--- src/rtl/mult_pkg.sv ---
// ============================================================================
// Module      : mult_pkg
// Description : Shared state encoding and default width for the
//               shift-and-add multiplier controller.
// Revision    : 1.0 - initial release
// ============================================================================
`default_nettype none

package mult_pkg;

    localparam int DEFAULT_WIDTH = 4;

    typedef enum logic [1:0] {
        IDLE = 2'd0,
        RUN  = 2'd1,
        DONE = 2'd2
    } state_t;

endpackage

`default_nettype wire

--- src/rtl/rca_adder.sv ---
// ============================================================================
// Module      : rca_adder (with full_adder cell)
// Description : WIDTH-bit combinational ripple-carry adder chained from
//               single-bit full-adder cells.
// Revision    : 1.0 - initial release
// ============================================================================
`default_nettype none

module full_adder (
    input  logic a,
    input  logic b,
    input  logic cin,
    output logic sum,
    output logic cout
);

    assign sum  = a ^ b ^ cin;
    assign cout = (a & b) | (cin & (a ^ b));

endmodule

module rca_adder #(
    parameter int WIDTH = 4
) (
    input  logic [WIDTH-1:0] a,
    input  logic [WIDTH-1:0] b,
    input  logic             cin,
    output logic [WIDTH-1:0] sum,
    output logic             cout
);

    logic [WIDTH:0] w_carry;

    assign w_carry[0] = cin;

    for (genvar i = 0; i < WIDTH; i++) begin : g_bit
        full_adder u_fa (
            .a    (a[i]),
            .b    (b[i]),
            .cin  (w_carry[i]),
            .sum  (sum[i]),
            .cout (w_carry[i+1])
        );
    end

    assign cout = w_carry[WIDTH];

endmodule

`default_nettype wire

--- src/rtl/shift_add_mult_ctrl.sv ---
// ============================================================================
// Module      : shift_add_mult_ctrl
// Description : Sequential shift-and-add unsigned multiplier, one adder pass
//               per cycle, start/done handshake. Optional macro
//               MULT_ZERO_BYPASS_EN skips RUN when either operand is zero.
// Revision    : 1.0 - initial release
// ============================================================================
`default_nettype none

module shift_add_mult_ctrl
    import mult_pkg::*;
#(
    parameter int WIDTH = DEFAULT_WIDTH   // must be >= 2
) (
    input  logic               clk,
    input  logic               rst,
    input  logic               start,
    input  logic [WIDTH-1:0]   A,
    input  logic [WIDTH-1:0]   B,
    output logic               busy,
    output logic               done,
    output logic [2*WIDTH-1:0] P
);

    localparam int            CW     = $clog2(WIDTH + 1);
    localparam logic [CW-1:0] C_LAST = CW'(WIDTH - 1);
    localparam logic [CW-1:0] C_ONE  = CW'(1);

    state_t           r_state;
    logic [WIDTH-1:0] r_mcand;
    logic [WIDTH-1:0] r_acc_hi;
    logic [WIDTH-1:0] r_acc_lo;
    logic [CW-1:0]    r_count;

    logic [WIDTH-1:0] w_addend;
    logic [WIDTH-1:0] w_sum;
    logic             w_co;
    logic [WIDTH-1:0] w_next_hi;
    logic [WIDTH-1:0] w_next_lo;
    logic             w_zero_op;

    assign w_addend = r_acc_lo[0] ? r_mcand : '0;

    rca_adder #(.WIDTH(WIDTH)) u_adder (
        .a    (r_acc_hi),
        .b    (w_addend),
        .cin  (1'b0),
        .sum  (w_sum),
        .cout (w_co)
    );

    // {co, sum, acc_lo} shifted right by one; the adder carry becomes the new MSB
    assign w_next_hi = {w_co, w_sum[WIDTH-1:1]};
    assign w_next_lo = {w_sum[0], r_acc_lo[WIDTH-1:1]};

`ifdef MULT_ZERO_BYPASS_EN
    assign w_zero_op = (A == '0) || (B == '0);
`else
    assign w_zero_op = 1'b0;
`endif

    always_ff @(posedge clk or posedge rst) begin
        if (rst) begin
            r_state  <= IDLE;
            r_mcand  <= '0;
            r_acc_hi <= '0;
            r_acc_lo <= '0;
            r_count  <= '0;
            busy     <= 1'b0;
            done     <= 1'b0;
            P        <= '0;
        end else begin
            unique case (r_state)
                IDLE: begin
                    if (start) begin
                        r_mcand  <= A;
                        r_acc_lo <= B;
                        r_acc_hi <= '0;
                        r_count  <= '0;
                        busy     <= 1'b1;
                        if (w_zero_op) begin
                            P       <= '0;
                            done    <= 1'b1;
                            r_state <= DONE;
                        end else begin
                            r_state <= RUN;
                        end
                    end
                end
                RUN: begin
                    r_acc_hi <= w_next_hi;
                    r_acc_lo <= w_next_lo;
                    r_count  <= r_count + C_ONE;
                    if (r_count == C_LAST) begin
                        P       <= {w_next_hi, w_next_lo};
                        done    <= 1'b1;
                        r_state <= DONE;
                    end
                end
                DONE: begin
                    done    <= 1'b0;
                    busy    <= 1'b0;
                    r_state <= IDLE;
                end
                default: begin
                    r_state <= IDLE;
                end
            endcase
        end
    end

endmodule

`default_nettype wire

--- config.mk ---
export PLATFORM = sky130hd
export DESIGN_NAME = shift_add_mult_ctrl
export DESIGN_NICKNAME = d
export VERILOG_FILES = /design/src/rtl/mult_pkg.sv /design/src/rtl/rca_adder.sv /design/src/rtl/shift_add_mult_ctrl.sv
export SDC_FILE = /design/constraint.sdc
export NUM_CORES = 1
export LEC_CHECK = 0
export BUFFER_PORTS_ARGS = -buffer_cell sky130_fd_sc_hd__buf_2
export CAP_MARGIN = 20
export CORE_UTILIZATION = 50
export DETAILED_ROUTE_END_ITERATION = 12
export HOLD_SLACK_MARGIN = 0.12
export PLACE_DENSITY_LB_ADDON = 0.05
export SLEW_MARGIN = 20
export SYNTH_ARGS = -nofsm -noshare
export SYNTH_HDL_FRONTEND = slang
export SYNTH_SLANG_ARGS = --single-unit
--- constraint.sdc ---
create_clock -name clk -period 2.4 [get_ports clk]
set_input_delay 0.48 -clock clk [delete_from_list [all_inputs] [get_ports clk]]
set_output_delay 0.48 -clock clk [all_outputs]
set_load 0.05 [all_outputs]
; Yosys cells after proc, flatten, opt, wreduce, memory -nomap -nowiden
; Index checks and enable logic that the tools add are counted.
[totals]
reg_bits = 27
input_bits = 11
wordCells = 55
[op_classes]
n_addsub = 1
eq_ne = 5
muxes = 14
bitwise = 17
reduce_logical = 10
[ops]
columns = operator, n
row1 = 4-bit one-hot mux with 2 select lines, 2
row2 = 4-bit two-way mux, 3
row3 = 2-bit AND reduction, 6
row4 = 1-bit bitwise AND, 7
row5 = 1-bit XOR, 7
row6 = 3-bit one-hot mux with 2 select lines, 1
row7 = 2-bit nonzero test, 3
row8 = 2-bit two-way mux, 2
row9 = 2-bit != test (second input constant), 2
row10 = 1-bit one-hot mux with 2 select lines, 2
row11 = 2-bit one-hot mux with 2 select lines, 1
row12 = 3-bit by 1-bit adder with 3-bit output (second input constant), 1
row13 = 3-bit by 2-bit equality test with 1-bit output (second input constant), 1
row14 = 3-bit two-way mux, 1
row15 = 1-bit OR, 3
row16 = 2-bit by 1-bit equality test with 1-bit output (second input constant), 1
row17 = 2-bit equality test (second input constant), 1
row18 = 2-bit zero test, 1
row19 = 1-bit two-way mux, 2

; Logic depth before layout (Yosys ltp)
; Gate-level depths: netlist (run 1).
[logic_depth]
word_depth = 9
ltp_mapped = 7
mapped_depth_nobuf = 7

; By module
; A second synthesis (run 1) with hierarchy kept.
[unflattened]
hier_cells = 92
area_unflattened_um2 = 1272.5
[by_module_without_submodules]
columns = module, instances, cells_each, area_per_inst_um2, seq_area_each_um2
row1 = shift_add_mult_ctrl, 1, 88, 1192.4, 675.6
row2 = full_adder, 4, 1, 20.0, 0.0

; Least setup slack after synthesis (run 1)
; Ideal clock, no wire load.
[synth_timing]
kind = flip-flop to flip-flop
startpoint = register r_acc_lo[0]
endpoint = register r_acc_hi[2]
setup_time_ps = 82
arrival_time_ps = 1852
path_slack_ps = 465
path_stages_with_launch = 8
n_path_buf = 0
period_less_slack_ps = 1935
cell_sequence = dfrtp_1 > and2_1 > ha_1 > fa_1 > inv_1 > fa_1 > fa_1 > o22ai_1
[synth_via]
elab_chain_len = 8
[synth_lines]
columns = item, line
row1 = start: declaration, shift_add_mult_ctrl.sv:32  ; logic [WIDTH-1:0] r_acc_lo;
row2 = start signal: assignment, shift_add_mult_ctrl.sv:92  ; r_acc_lo <= w_next_lo;
row3 = 4-bit two-way mux *, shift_add_mult_ctrl.sv:42  ; assign w_addend = r_acc_lo[0] ? r_mcand : '0;
row4 = 1-bit bitwise AND / 1-bit XOR (equally long branches), rca_adder.sv:18  ; assign cout = (a & b) | (cin & (a ^ b));
row5 = 1-bit bitwise AND, rca_adder.sv:18
row6 = 1-bit OR, rca_adder.sv:18
row7 = 1-bit bitwise AND, rca_adder.sv:18
row8 = 1-bit OR, rca_adder.sv:18
row9 = 1-bit XOR *, rca_adder.sv:17  ; assign sum = a ^ b ^ cin;
row10 = 4-bit one-hot mux with 2 select lines *, shift_add_mult_ctrl.sv:73  ; unique case (r_state)
row11 = end signal: assignment, shift_add_mult_ctrl.sv:91  ; r_acc_hi <= w_next_hi;
row12 = end: declaration, shift_add_mult_ctrl.sv:31  ; logic [WIDTH-1:0] r_acc_hi;
; Every way passes the cells marked *; elsewhere a longest branch is shown, timed or not.
; A chain may end at the register's enable or synchronous reset.

; Final worst setup path (run 1)
; Same ends and word-level chain as after synthesis.

==> insert_results.sql, run 1 <==
INSERT INTO impl_metrics (metric_group, metric, value, unit) VALUES
('floorplan', 'core_footprint', '2320', 'sq um'),
('job', 'timing.max_cap.violations', '0', ''),
('setup_path', 'timing.setup.critical_path_class', 'flop to flop', ''),
('finish', 'final_util', '0.618', ''),
('power_and_ir_drop', 'power.net_switching', '932', 'uW'),
('clock_tree', 'postCtsResizedCells', '0', ''),
('place', 'portBuffers', '20', ''),
('power_and_ir_drop', 'cell_internal_power_dissipation', '1240', 'uW'),
('floorplan', 'die_y', '52.7', 'um'),
('timing', 'max_slew.worst_pin.slew', '0.465', 'ns'),
('run_status', 'run_status', 'completed', ''),
('floorplan', 'die-area', '2770', 'sq um'),
('timing', 'unrepaired_setup_endpoints_after_global_routing', 'false', ''),
('global_routing', 'grt.total_usage', '0.175', ''),
('routing', 'post_drt_wl_per_cell', '13.7', 'um'),
('timing', 'post-route-period-util', '0.843', ''),
('place', 'hpwlAfterDp', '1480', 'um'),
('global_routing', 'antenna_found_initial', '0', ''),
('floorplan', 'std_cell_rows', '17', ''),
('routing', 'wl', '2010', 'um'),
('finish', 'layout.cells.most_common', 'sky130_fd_sc_hd__dfrtp_1', ''),
('yosys', 'synth_area_leaders', 'sky130_fd_sc_hd__dfrtp_1 (53%), sky130_fd_sc_hd__mux2_4 (11%), sky130_fd_sc_hd__fa_1 (4.7%), sky130_fd_sc_hd__inv_1 (3.5%), sky130_fd_sc_hd__mux2i_1 (3.1%)', ''),
('setup_path', 'timing.critical_path.arrival', '2.28', 'ns'),
('yosys', 'synth_seq_cells', '27', ''),
('finish', 'area_growth', '11.7', '%'),
('finish', 'finalNetCount', '137', ''),
('global_routing', 'grt_pass1_vias', '748', ''),
('yosys', 'synth-main-ff-cell', 'sky130_fd_sc_hd__dfrtp_1', ''),
('clock_tree', 'clock_sink_count', '27', ''),
('power_and_ir_drop', 'power.clock.fraction', '0.090', ''),
('yosys', 'mappedNetlistArea', '1280', 'sq um'),
('timing', 'aggregate_negative_setup_slack', '0', 'ns'),
('yosys', 'instance_count_of_the_mapped_netlist', '96', ''),
('global_routing', 'grt_first_pass_wirelength', '3470', 'um'),
('timing', 'finalSetupViolCount', '0', ''),
('timing', 'whs', '0.189', 'ns'),
('global_routing', 'globalRoute.totalOverflow', '0', ''),
('yosys', 'synth_enable_flop_cells', '0', ''),
('timing', 'final.min_clock_period', '2.02', 'ns'),
('clock_tree', 'cts.path.max_buffers', '2', ''),
('setup_path', 'reg2reg_setup_slack', '0.38', 'ns'),
('place', 'numPlacedInstances', '143', ''),
('routing', 'drt-pass1-iter-count', '4', ''),
('clock_tree', 'tritoncts_clock_tree', 'yes', ''),
('clock_tree', 'clock_tree.root_cell', 'sky130_fd_sc_hd__clkbuf_4', ''),
('timing', 'slew-limit-headroom', '0.690', ''),
('routing', 'antenna_left', '0', ''),
('routing', 'viasPerCell', '5.24', ''),
('finish', 'layout.cells.non_filler', '147', ''),
('power_and_ir_drop', 'part_of_the_total_power_dissipated_in_combinational_logic', '0.533', ''),
('clock_tree', 'cts_made_buffers', '3', ''),
('floorplan', 'initial_utilization', '0.554', ''),
('finish', 'most_frequent_cells_in_the_layout', 'sky130_fd_sc_hd__dfrtp_1 (27), sky130_fd_sc_hd__buf_2 (20), sky130_fd_sc_hd__inv_1 (12)', ''),
('setup_path', 'critical_path.endpoint_type', 'flop', ''),
('yosys', 'yosysUniqueCellTypes', '31', ''),
('routing', 'num_vias', '771', ''),
('timing', 'clock_skew', '0.00172', 'ns'),
('power_and_ir_drop', 'seq_power_share', '0.377', ''),
('power_and_ir_drop', 'vdd.ir_drop.worst', '932', 'uV'),
('yosys', 'netlist.top_cell.by_area', 'sky130_fd_sc_hd__dfrtp_1', ''),
('clock_tree', 'cts_setup_buffers', '0', ''),
('place', 'gp_congestion', '0.732', ''),
('setup_path', 'critPathLaunchType', 'flop', ''),
('finish', 'drive_gt1_frac', '0.345', ''),
('setup_path', 'max_fo_critical_path', '5', ''),
('power_and_ir_drop', 'leakage_power', '0.000718', 'uW'),
('yosys', 'asyncSetResetFlopFracSynth', '1.00', ''),
('clock_tree', 'cts_hold_repair.buffers', '0', ''),
('min_path', 'hold_path_class', 'input pin to asynchronous set/reset pin', ''),
('yosys', 'synth_warn', '0', ''),
('yosys', 'mappedNetlistNets', '113', '');
==> cell type report <==
cell class              instances  area (sq um)
fillers                       201           885
repair buffers                 23           123
inverters                      13          48.8
multi-input cells              52           524
clock buffers                   3          22.5
flip-flops and latches         27           676
well taps                      28          35.0
clock inverters                 1          5.00
==> power groups by stage <==
stage / sequential, uW / clock (uW) / combinational [uW]
floorplan: 1060 / 0 / 706
global placement: 821 / 0 / 1150
detailed placement: 830 / 0 / 1160
CTS: 820 / 200 / 1170
global route: 850 / 214 / 1270
finish: 818 / 194 / 1160
==> per-layer routing <==
metal / vias up / GRT usage / part of all wire
met1: 376 / 0.259 / 0.53
met3: 0 / 0.0261 / 0.039
met2: 18 / 0.264 / 0.43
met4: 0 / 0.0526 / 0
li1: 377 / - / -
met5: - / 0 / 0
==> sequential cells by signal, indices dropped and copies added, names as in the netlist <==
register / flops
P: 8
busy: 1
done: 1
r_acc_hi: 4
r_acc_lo: 4
r_count: 3
r_mcand: 4
r_state: 2
==> cell families after synthesis <==
group | count (synthesis) | synth area share
simple gates | 17 | 0.0975
flops | 27 | 0.526
buf+inv | 17 | 0.0653
mux | 13 | 0.136
fa+ha+maj | 6 | 0.0760
compound gates | 16 | 0.0984
==> critical path, cell delays in order, from the launching register on <==
cell                      delay, ns
sky130_fd_sc_hd__dfrtp_1       0.43
sky130_fd_sc_hd__and2_1        0.15
sky130_fd_sc_hd__ha_1          0.18
sky130_fd_sc_hd__fa_1          0.35
sky130_fd_sc_hd__inv_1         0.07
sky130_fd_sc_hd__fa_1          0.18
sky130_fd_sc_hd__fa_1          0.43
sky130_fd_sc_hd__o22ai_1       0.16
==> how the worst max path moves through the flow <==
stage,from,slack [ns],to
after floorplan,r_acc_lo[0],0.47,r_acc_hi[2]
after global placement,r_acc_lo[0],0.43,r_acc_hi[2]
after detailed placement,r_acc_lo[0],0.40,r_acc_hi[2]
after CTS,r_acc_lo[0],0.37,r_acc_hi[2]
after global routing,r_acc_lo[0],0.26,r_acc_hi[2]
final,r_acc_lo[0],0.38,r_acc_hi[2]
==> through the flow <==
stage                     instance area (sq um)  worst slack, ns  power (uW)
final                                      1430            0.376        2170
after detailed placement                   1410            0.399        1990
after floorplan                            1280            0.465        1770
after CTS                                  1430            0.369        2190
after global placement                     1410            0.425        1970
after global routing                       1430            0.261        2330
==> synthesized netlist by cell type, types with 3 or more instances <==
cell / n
sky130_fd_sc_hd__nor4b_1: 3
sky130_fd_sc_hd__mux2i_1: 4
sky130_fd_sc_hd__nand2_1: 3
sky130_fd_sc_hd__mux2_4: 9
sky130_fd_sc_hd__dfrtp_1: 27
sky130_fd_sc_hd__o22ai_1: 3
sky130_fd_sc_hd__inv_1: 12
sky130_fd_sc_hd__ha_1: 3
sky130_fd_sc_hd__fa_1: 3
Note: power is estimated with default switching activity, not from simulation.
==> inputs of run 2 (changes only) <==
Settings changed: ABC_AREA set to 1.
Clock period 2.4 ns to 2.1 ns, I/O delays scaled along.
==> insert_results.sql, run 2 <==
INSERT INTO impl_metrics (metric_group, metric, value, unit) VALUES
('yosys', 'synth_most_common_cell', 'sky130_fd_sc_hd__nand2_1', ''),
('timing', 'finalSetupViolCount', '0', ''),
('min_path', 'hold_path_class', 'input pin to asynchronous set/reset pin', ''),
('floorplan', 'core_footprint', '2250', 'sq um'),
('setup_path', 'timing.setup.critical_path_class', 'flop to flop', ''),
('yosys', 'mappedNetlistArea', '1210', 'sq um'),
('clock_tree', 'cts.path.max_buffers', '2', ''),
('place', 'place_worst_setup_slack', '0.0925', 'ns'),
('yosys', 'netlist.top_cell.by_area', 'sky130_fd_sc_hd__dfrtp_1', ''),
('power_and_ir_drop', 'pwr_dens', '1450', 'nW/um^2'),
('finish', 'drive_gt1_frac', '0.186', ''),
('finish', 'largest_register', 'P', ''),
('yosys', 'yosysUniqueCellTypes', '14', ''),
('timing', 'final.setup.worst_slack', '0.124', 'ns'),
('global_routing', 'pin_count_of_the_biggest_net_entering_global_routing', '28', ''),
('floorplan', 'die_y', '51.3', 'um'),
('finish', 'num_antenna_cells', '0', ''),
('yosys', 'synth_common_cells', 'sky130_fd_sc_hd__nand2_1 (59), sky130_fd_sc_hd__dfrtp_1 (27), sky130_fd_sc_hd__o21ai_0 (13), sky130_fd_sc_hd__inv_1 (11), sky130_fd_sc_hd__nand3_1 (9)', ''),
('yosys', 'synth_top_cell_area_share', '0.556', ''),
('yosys', 'synth_seq_cells', '27', ''),
('clock_tree', 'tritoncts_clock_tree', 'yes', ''),
('routing', 'drtIter0Drc', '19', ''),
('yosys', 'synth_area_leaders', 'sky130_fd_sc_hd__dfrtp_1 (56%), sky130_fd_sc_hd__nand2_1 (18%), sky130_fd_sc_hd__o21ai_0 (5.4%), sky130_fd_sc_hd__fa_1 (4.9%), sky130_fd_sc_hd__nand3_1 (3.7%)', ''),
('place', 'portBuffers', '20', ''),
('routing', 'wl', '2110', 'um'),
('floorplan', 'die-area', '2630', 'sq um'),
('yosys', 'synth_warn', '0', ''),
('clock_tree', 'clock_tree.root_cell', 'sky130_fd_sc_hd__clkbuf_4', ''),
('power_and_ir_drop', 'leakage_power', '0.000745', 'uW'),
('routing', 'post_drt_wl_per_cell', '11.5', 'um'),
('finish', 'largest_register_ff_count', '8', ''),
('yosys', 'asyncSetResetFlopFracSynth', '1.00', ''),
('global_routing', 'grt_first_pass_wirelength', '3770', 'um'),
('timing', 'clock_skew', '0.00872', 'ns'),
('setup_path', 'max_fo_critical_path', '5', ''),
('global_routing', 'globalRoute.totalOverflow', '0', ''),
('place', 'detailed_place.area', '1330', 'sq um'),
('floorplan', 'boundaryPins', '21', ''),
('finish', 'area_growth', '12.0', '%'),
('timing', 'finalHoldViolCount', '0', ''),
('global_routing', 'antenna_found_initial', '0', ''),
('setup_path', 'critical_path.endpoint_type', 'flop', ''),
('clock_tree', 'cts_hold_repair.buffers', '0', ''),
('timing', 'slew-limit-headroom', '0.744', ''),
('clock_tree', 'cts.reportedPaths.clkPinSlew', '0.14', 'ns'),
('global_routing', 'grt.total_usage', '0.197', ''),
('yosys', 'instance_count_of_the_mapped_netlist', '134', ''),
('routing', 'num_vias', '909', ''),
('yosys', 'mappedNetlistNets', '151', ''),
('global_routing', 'grt_pass1_vias', '877', ''),
('floorplan', 'die_w', '51.3', 'um'),
('job', 'timing.max_cap.violations', '0', ''),
('clock_tree', 'clock_sink_count', '27', ''),
('yosys', 'mean_cell_area_of_the_mapped_netlist', '9.07', 'sq um'),
('finish', 'finalNetCount', '174', ''),
('power_and_ir_drop', 'vdd.ir_drop.worst', '842', 'uV'),
('clock_tree', 'cts_made_buffers', '3', ''),
('timing', 'max_clock_freq', '0.506', 'GHz'),
('floorplan', 'std_cell_rows', '17', ''),
('timing', 'final.min_clock_period', '1.98', 'ns'),
('yosys', 'synth-main-ff-cell', 'sky130_fd_sc_hd__dfrtp_1', ''),
('finish', 'most_frequent_cells_in_the_layout', 'sky130_fd_sc_hd__nand2_1 (59), sky130_fd_sc_hd__dfrtp_1 (27), sky130_fd_sc_hd__buf_2 (20)', ''),
('clock_tree', 'clk_latency', '0.32', 'ns'),
('setup_path', 'timing.critical_path.arrival', '2.22', 'ns'),
('timing', 'whs', '0.140', 'ns'),
('timing', 'aggregate_negative_setup_slack', '0', 'ns'),
('run_status', 'run_status', 'completed', ''),
('finish', 'nFillCells', '203', ''),
('place', 'gp_congestion', '0.720', ''),
('place', 'hpwlAfterDp', '1550', 'um'),
('setup_path', 'critical_path_required', '2.35', 'ns'),
('timing', 'unrepaired_setup_endpoints_after_global_routing', 'false', ''),
('clock_tree', 'cts_setup_buffers', '0', ''),
('timing', 'timing.final.max_slew_violations', '0', ''),
('yosys', 'synth_seq_area_share', '0.556', ''),
('clock_tree', 'postCtsResizedCells', '0', ''),
('routing', 'viasPerCell', '4.94', ''),
('clock_tree', 'htreeDepth', '1', ''),
('timing', 'max_slew.worst_pin.slew', '0.384', 'ns'),
('routing', 'antenna_left', '0', ''),
('yosys', 'synth_enable_flop_cells', '0', ''),
('finish', 'post-route-cell-area', '1360', 'sq um'),
('routing', 'drt-pass1-iter-count', '4', ''),
('routing', 'detail_route.drc_violations', '0', ''),
('timing', 'post-route-period-util', '0.941', ''),
('finish', 'final_util', '0.604', ''),
('finish', 'layout.cells.most_common', 'sky130_fd_sc_hd__nand2_1', ''),
('floorplan', 'initial_utilization', '0.539', ''),
('setup_path', 'critPathLaunchType', 'flop', '');
## run 2: cell count changes after synthesis, sizes merged, moves of 3 or more
cell	previous run	this run
mux2	9	0
mux2i	4	0
nand2	3	59
nand3	0	10
nor4b	3	0
o21ai	1	14
o22ai	3	0
## run 2: kinds of logic after synthesis
kind of cell | count (synthesis) | synth area share
buf+inv | 16 | 0.0628
fa+ha+maj | 6 | 0.0803
simple gates | 71 | 0.240
compound gates | 14 | 0.0608
flops | 27 | 0.556
## run 2: per-stage QoR
stage | cells | power, uW
floorplan | 134 | 1590
global placement | 180 | 1750
detailed placement | 180 | 1780
CTS | 184 | 2000
global route | 184 | 2160
finish | 184 | 1980
## run 2: critical path, cell delays in order, from the launching register on
cell and delay (ns):
sky130_fd_sc_hd__dfrtp_1 0.43, sky130_fd_sc_hd__nand2_1 0.07, sky130_fd_sc_hd__inv_1 0.04, sky130_fd_sc_hd__ha_1 0.18, sky130_fd_sc_hd__fa_1 0.35, sky130_fd_sc_hd__inv_1 0.07, sky130_fd_sc_hd__fa_1 0.18, sky130_fd_sc_hd__fa_1 0.42
sky130_fd_sc_hd__o21ai_0 0.17
## run 2: area by class of cell
type	count	area (sq um)	area share
flip-flops and latches	27	676	0.496
inverters	12	45.0	0.0331
clock inverters	1	5.00	0.00368
clock buffers	3	22.5	0.0165
well taps	28	35.0	0.0257
multi-input cells	91	463	0.340
repair buffers	22	115	0.0846
## run 2: power breakdown
group | internal, uW | switching [uW] | total (uW)
Sequential | 724 | 151 | 875
Clock | 71.2 | 144 | 215
Combinational | 259 | 631 | 890
## run 2: layer usage
layer	vias to the layer above	wire length (um)	global-route usage
met4	0	27	0.0495
met3	4	80	0.0655
met1	419	1040	0.249
li1	462	-	-
met2	24	961	0.327
met5	-	0	0
## run 2: path summary, 6_finish.rpt
| kind | slack (ns) | from | cells after the start | endpoint |
|---|---|---|---|---|
| worst max-delay path | 0.12 | r_acc_lo[0] | 8 | r_acc_hi[2] |
| worst min-delay path | 0.14 | rst | 3 | P[3] |
| worst max register to register | 0.12 | r_acc_lo[0] | 8 | r_acc_hi[2] |
| worst min register to register | 0.49 | r_mcand[0] | 2 | r_mcand[0] |
| max in group asynchronous | 1.70 | rst | 3 | r_acc_lo[0] |
| min in group clk | 0.33 | A[2] | 3 | r_mcand[2] |
==> inputs of run 3 (changes only) <==
Settings changed: CORE_MARGIN set to 4, SYNTH_HIERARCHICAL set to 1.
Clock period 2.1 ns to 2.39 ns, I/O delays scaled along.
==> insert_results.sql, run 3 <==
INSERT INTO impl_metrics (metric_group, metric, value, unit) VALUES
('run_status', 'run_status', 'completed', ''),
('setup_path', 'critPathLaunchType', 'flop', ''),
('timing', 'max_slew.worst_pin.slew', '0.650', 'ns'),
('yosys', 'synth_seq_area_share', '0.517', ''),
('timing', 'aggregate_negative_setup_slack', '0', 'ns'),
('timing', 'finalSetupViolCount', '0', ''),
('global_routing', 'grt.total_usage', '0.150', ''),
('routing', 'wl', '2280', 'um'),
('floorplan', 'boundaryPins', '21', ''),
('setup_path', 'critical_path_required', '2.64', 'ns'),
('setup_path', 'max_fo_critical_path', '2', ''),
('yosys', 'synth_common_cells', 'sky130_fd_sc_hd__nand2_1 (34), sky130_fd_sc_hd__dfrtp_1 (27), sky130_fd_sc_hd__inv_1 (22), sky130_fd_sc_hd__nand3_1 (18), sky130_fd_sc_hd__o21ai_0 (11)', ''),
('place', 'hpwlAfterDp', '1630', 'um'),
('finish', 'largest_register_ff_count', '8', ''),
('setup_path', 'critical_path.endpoint_type', 'flop', ''),
('clock_tree', 'clock_sink_count', '27', ''),
('timing', 'final.setup.worst_slack', '0.0959', 'ns'),
('setup_path', 'endpoint', 'r_acc_hi[2]', ''),
('yosys', 'mappedNetlistArea', '1310', 'sq um'),
('yosys', 'synth_most_common_cell', 'sky130_fd_sc_hd__nand2_1', ''),
('place', 'portBuffers', '20', ''),
('routing', 'drtIter0Drc', '28', ''),
('clock_tree', 'cts.reportedPaths.clkPinSlew', '0.15', 'ns'),
('timing', 'post-route-period-util', '0.960', ''),
('floorplan', 'initial_utilization', '0.527', ''),
('finish', 'drive_gt1_frac', '0.273', ''),
('routing', 'post_drt_wl_per_cell', '11.9', 'um'),
('timing', 'unrepaired_setup_endpoints_after_global_routing', 'true', ''),
('min_path', 'hold_path_class', 'input pin to asynchronous set/reset pin', ''),
('routing', 'drt-pass1-iter-count', '4', ''),
('yosys', 'synth_warn', '6', ''),
('setup_path', 'timing.setup.critical_path_class', 'flop to flop', ''),
('finish', 'largest_register', 'P', ''),
('routing', 'detail_route.drc_violations', '0', ''),
('finish', 'area_growth', '11.6', '%'),
('yosys', 'mean_cell_area_of_the_mapped_netlist', '9.40', 'sq um'),
('floorplan', 'core_footprint', '2480', 'sq um'),
('yosys', 'instance_count_of_the_mapped_netlist', '139', ''),
('yosys', 'mappedNetlistNets', '156', ''),
('finish', 'most_frequent_cells_in_the_layout', 'sky130_fd_sc_hd__nand2_1 (34), sky130_fd_sc_hd__dfrtp_1 (27), sky130_fd_sc_hd__inv_1 (20), sky130_fd_sc_hd__buf_2 (20), sky130_fd_sc_hd__nand3_1 (18)', ''),
('clock_tree', 'htreeDepth', '1', ''),
('global_routing', 'grt_first_pass_wirelength', '3930', 'um'),
('timing', 'clock_skew', '0.0115', 'ns'),
('clock_tree', 'cts_setup_buffers', '0', ''),
('finish', 'layout.cells.most_common', 'sky130_fd_sc_hd__nand2_1', ''),
('power_and_ir_drop', 'vdd.ir_drop.worst', '910', 'uV'),
('place', 'place_worst_setup_slack', '-0.0624', 'ns'),
('clock_tree', 'cts_made_buffers', '3', ''),
('finish', 'nFillCells', '247', ''),
('place', 'gp_congestion', '0.713', ''),
('yosys', 'synth_top_cell_area_share', '0.517', ''),
('clock_tree', 'clk_latency', '0.33', 'ns'),
('yosys', 'synth_seq_cells', '27', ''),
('timing', 'timing.final.max_slew_violations', '0', ''),
('global_routing', 'pin_count_of_the_biggest_net_entering_global_routing', '28', ''),
('setup_path', 'reg2reg_setup_slack', '0.1', 'ns'),
('routing', 'antenna_left', '0', ''),
('floorplan', 'std_cell_rows', '18', ''),
('clock_tree', 'clock_tree.root_cell', 'sky130_fd_sc_hd__clkbuf_4', ''),
('timing', 'finalHoldViolCount', '0', ''),
('clock_tree', 'tritoncts_clock_tree', 'yes', ''),
('global_routing', 'globalRoute.totalOverflow', '0', ''),
('clock_tree', 'cts_hold_repair.buffers', '0', ''),
('global_routing', 'grt_pass1_vias', '902', ''),
('yosys', 'yosysUniqueCellTypes', '19', ''),
('timing', 'slew-limit-headroom', '0.566', ''),
('setup_path', 'r2r_start', 'r_mcand[0]', ''),
('power_and_ir_drop', 'pwr_dens', '1400', 'nW/um^2'),
('finish', 'num_antenna_cells', '0', ''),
('yosys', 'synth_area_leaders', 'sky130_fd_sc_hd__dfrtp_1 (52%), sky130_fd_sc_hd__nand2_1 (9.8%), sky130_fd_sc_hd__nand3_1 (6.9%), sky130_fd_sc_hd__inv_1 (6.3%), sky130_fd_sc_hd__fa_1 (6.1%)', ''),
('finish', 'finalNetCount', '179', ''),
('timing', 'max_clock_freq', '0.436', 'GHz'),
('job', 'timing.max_cap.violations', '0', ''),
('yosys', 'asyncSetResetFlopFracSynth', '1.00', ''),
('floorplan', 'die_y', '59.1', 'um'),
('setup_path', 'worstReg2RegEnd', 'r_acc_hi[2]', ''),
('clock_tree', 'cts.path.max_buffers', '2', ''),
('floorplan', 'die_w', '59.1', 'um'),
('yosys', 'synth_enable_flop_cells', '0', ''),
('floorplan', 'die-area', '3490', 'sq um'),
('routing', 'num_vias', '948', ''),
('setup_path', 'timing.critical_path.arrival', '2.54', 'ns'),
('global_routing', 'antenna_found_initial', '0', ''),
('timing', 'final.min_clock_period', '2.29', 'ns'),
('yosys', 'synth-main-ff-cell', 'sky130_fd_sc_hd__dfrtp_1', ''),
('yosys', 'netlist.top_cell.by_area', 'sky130_fd_sc_hd__dfrtp_1', ''),
('routing', 'viasPerCell', '4.96', ''),
('power_and_ir_drop', 'leakage_power', '0.000810', 'uW'),
('setup_path', 'ff2ff_path_depth', '8', ''),
('setup_path', 'startpoint', 'r_mcand[0]', '');
-- run 3: changes by cell type after synthesis, sizes merged --
cell    change
a21oi       +1
buf         +2
clkbuf      -1
conb        +1
fa          +1
ha          -1
inv        +12
nand2      -23
nand3       +9
o21ai       +4
-- run 3: critical path, stage by stage (launching register included) --
cell and delay (ns):
sky130_fd_sc_hd__dfrtp_1 0.41, sky130_fd_sc_hd__nand2_1 0.08, sky130_fd_sc_hd__inv_2 0.04, sky130_fd_sc_hd__fa_2 0.35
sky130_fd_sc_hd__fa_2 0.34, sky130_fd_sc_hd__fa_2 0.34, sky130_fd_sc_hd__fa_1 0.50, sky130_fd_sc_hd__inv_2 0.04
sky130_fd_sc_hd__o21ai_1 0.11
-- run 3: cells by family (layout without fill, tap and decap cells) --
logic type	count (synthesis)	after routing	synth area share
AND/OR/NAND/NOR	57	57	0.203
flip-flops	27	27	0.517
buffers and inverters	29	51	0.103
AO/OA/AOI/OAI	19	19	0.0929
other	1	1	0.00287
adder cells (fa/ha/maj)	6	6	0.0805
-- run 3: layout make-up --
type / count / area (sq um) / area share
Multi-Input combinational cell: 83 / 503 / 0.345
Clock buffer: 4 / 26.3 / 0.0180
Sequential cell: 27 / 676 / 0.464
Inverter: 24 / 92.6 / 0.0635
Tap cell: 30 / 37.5 / 0.0258
Timing Repair Buffer: 23 / 123 / 0.0841
-- run 3: repair_timing --
| item | CTS | global route |
|---|---|---|
| gates cloned | 0 | 0 |
| pin swaps | 0 | 0 |
| resized for setup | 2 | 4 |
| setup endpoints to repair | 2 | 2 |
-- run 3: worst min path at each step --
stage                    start          end  slack (ns)  depth (start not counted)
floorplan           r_count[0]   r_count[0]        0.45                          1
global placement          P[4]         P[4]        0.46                          2
detailed placement        P[4]         P[4]        0.46                          2
CTS                        rst         done        0.19                          3
global route               rst  r_acc_hi[1]        0.20                          3
finish                     rst         done        0.18                          3
-- run 3: where the power goes --
part           switching [uW]  internal, uW
Clock                     134          65.4
Combinational             733           324
Sequential                124           654
-- run 3: stage by stage --
step / total power, uW / hold WS, ns / area (sq um) / util / std cells
after floorplan: 1640 / 0.450 / 1310 / - / 139
after detailed placement: 1850 / 0.461 / 1420 / 0.575 / 187
after CTS: 2050 / 0.187 / 1460 / 0.587 / 191
after global routing: 2230 / 0.205 / 1460 / 0.588 / 191
final: 2030 / 0.181 / 1460 / 0.588 / 191
after global placement: 1820 / 0.458 / 1420 / 0.575 / 187
-- run 3: metal layers --
metal / routed length (um) / vias up / global-route usage / part of all wire
li1: - / 480 / - / -
met1: 1070 / 437 / 0.217 / 0.47
met2: 1040 / 27 / 0.226 / 0.46
met3: 135 / 4 / 0.0196 / 0.059
met4: 31 / 0 / 0.0680 / 0.014
met5: 0 / - / 0 / 0
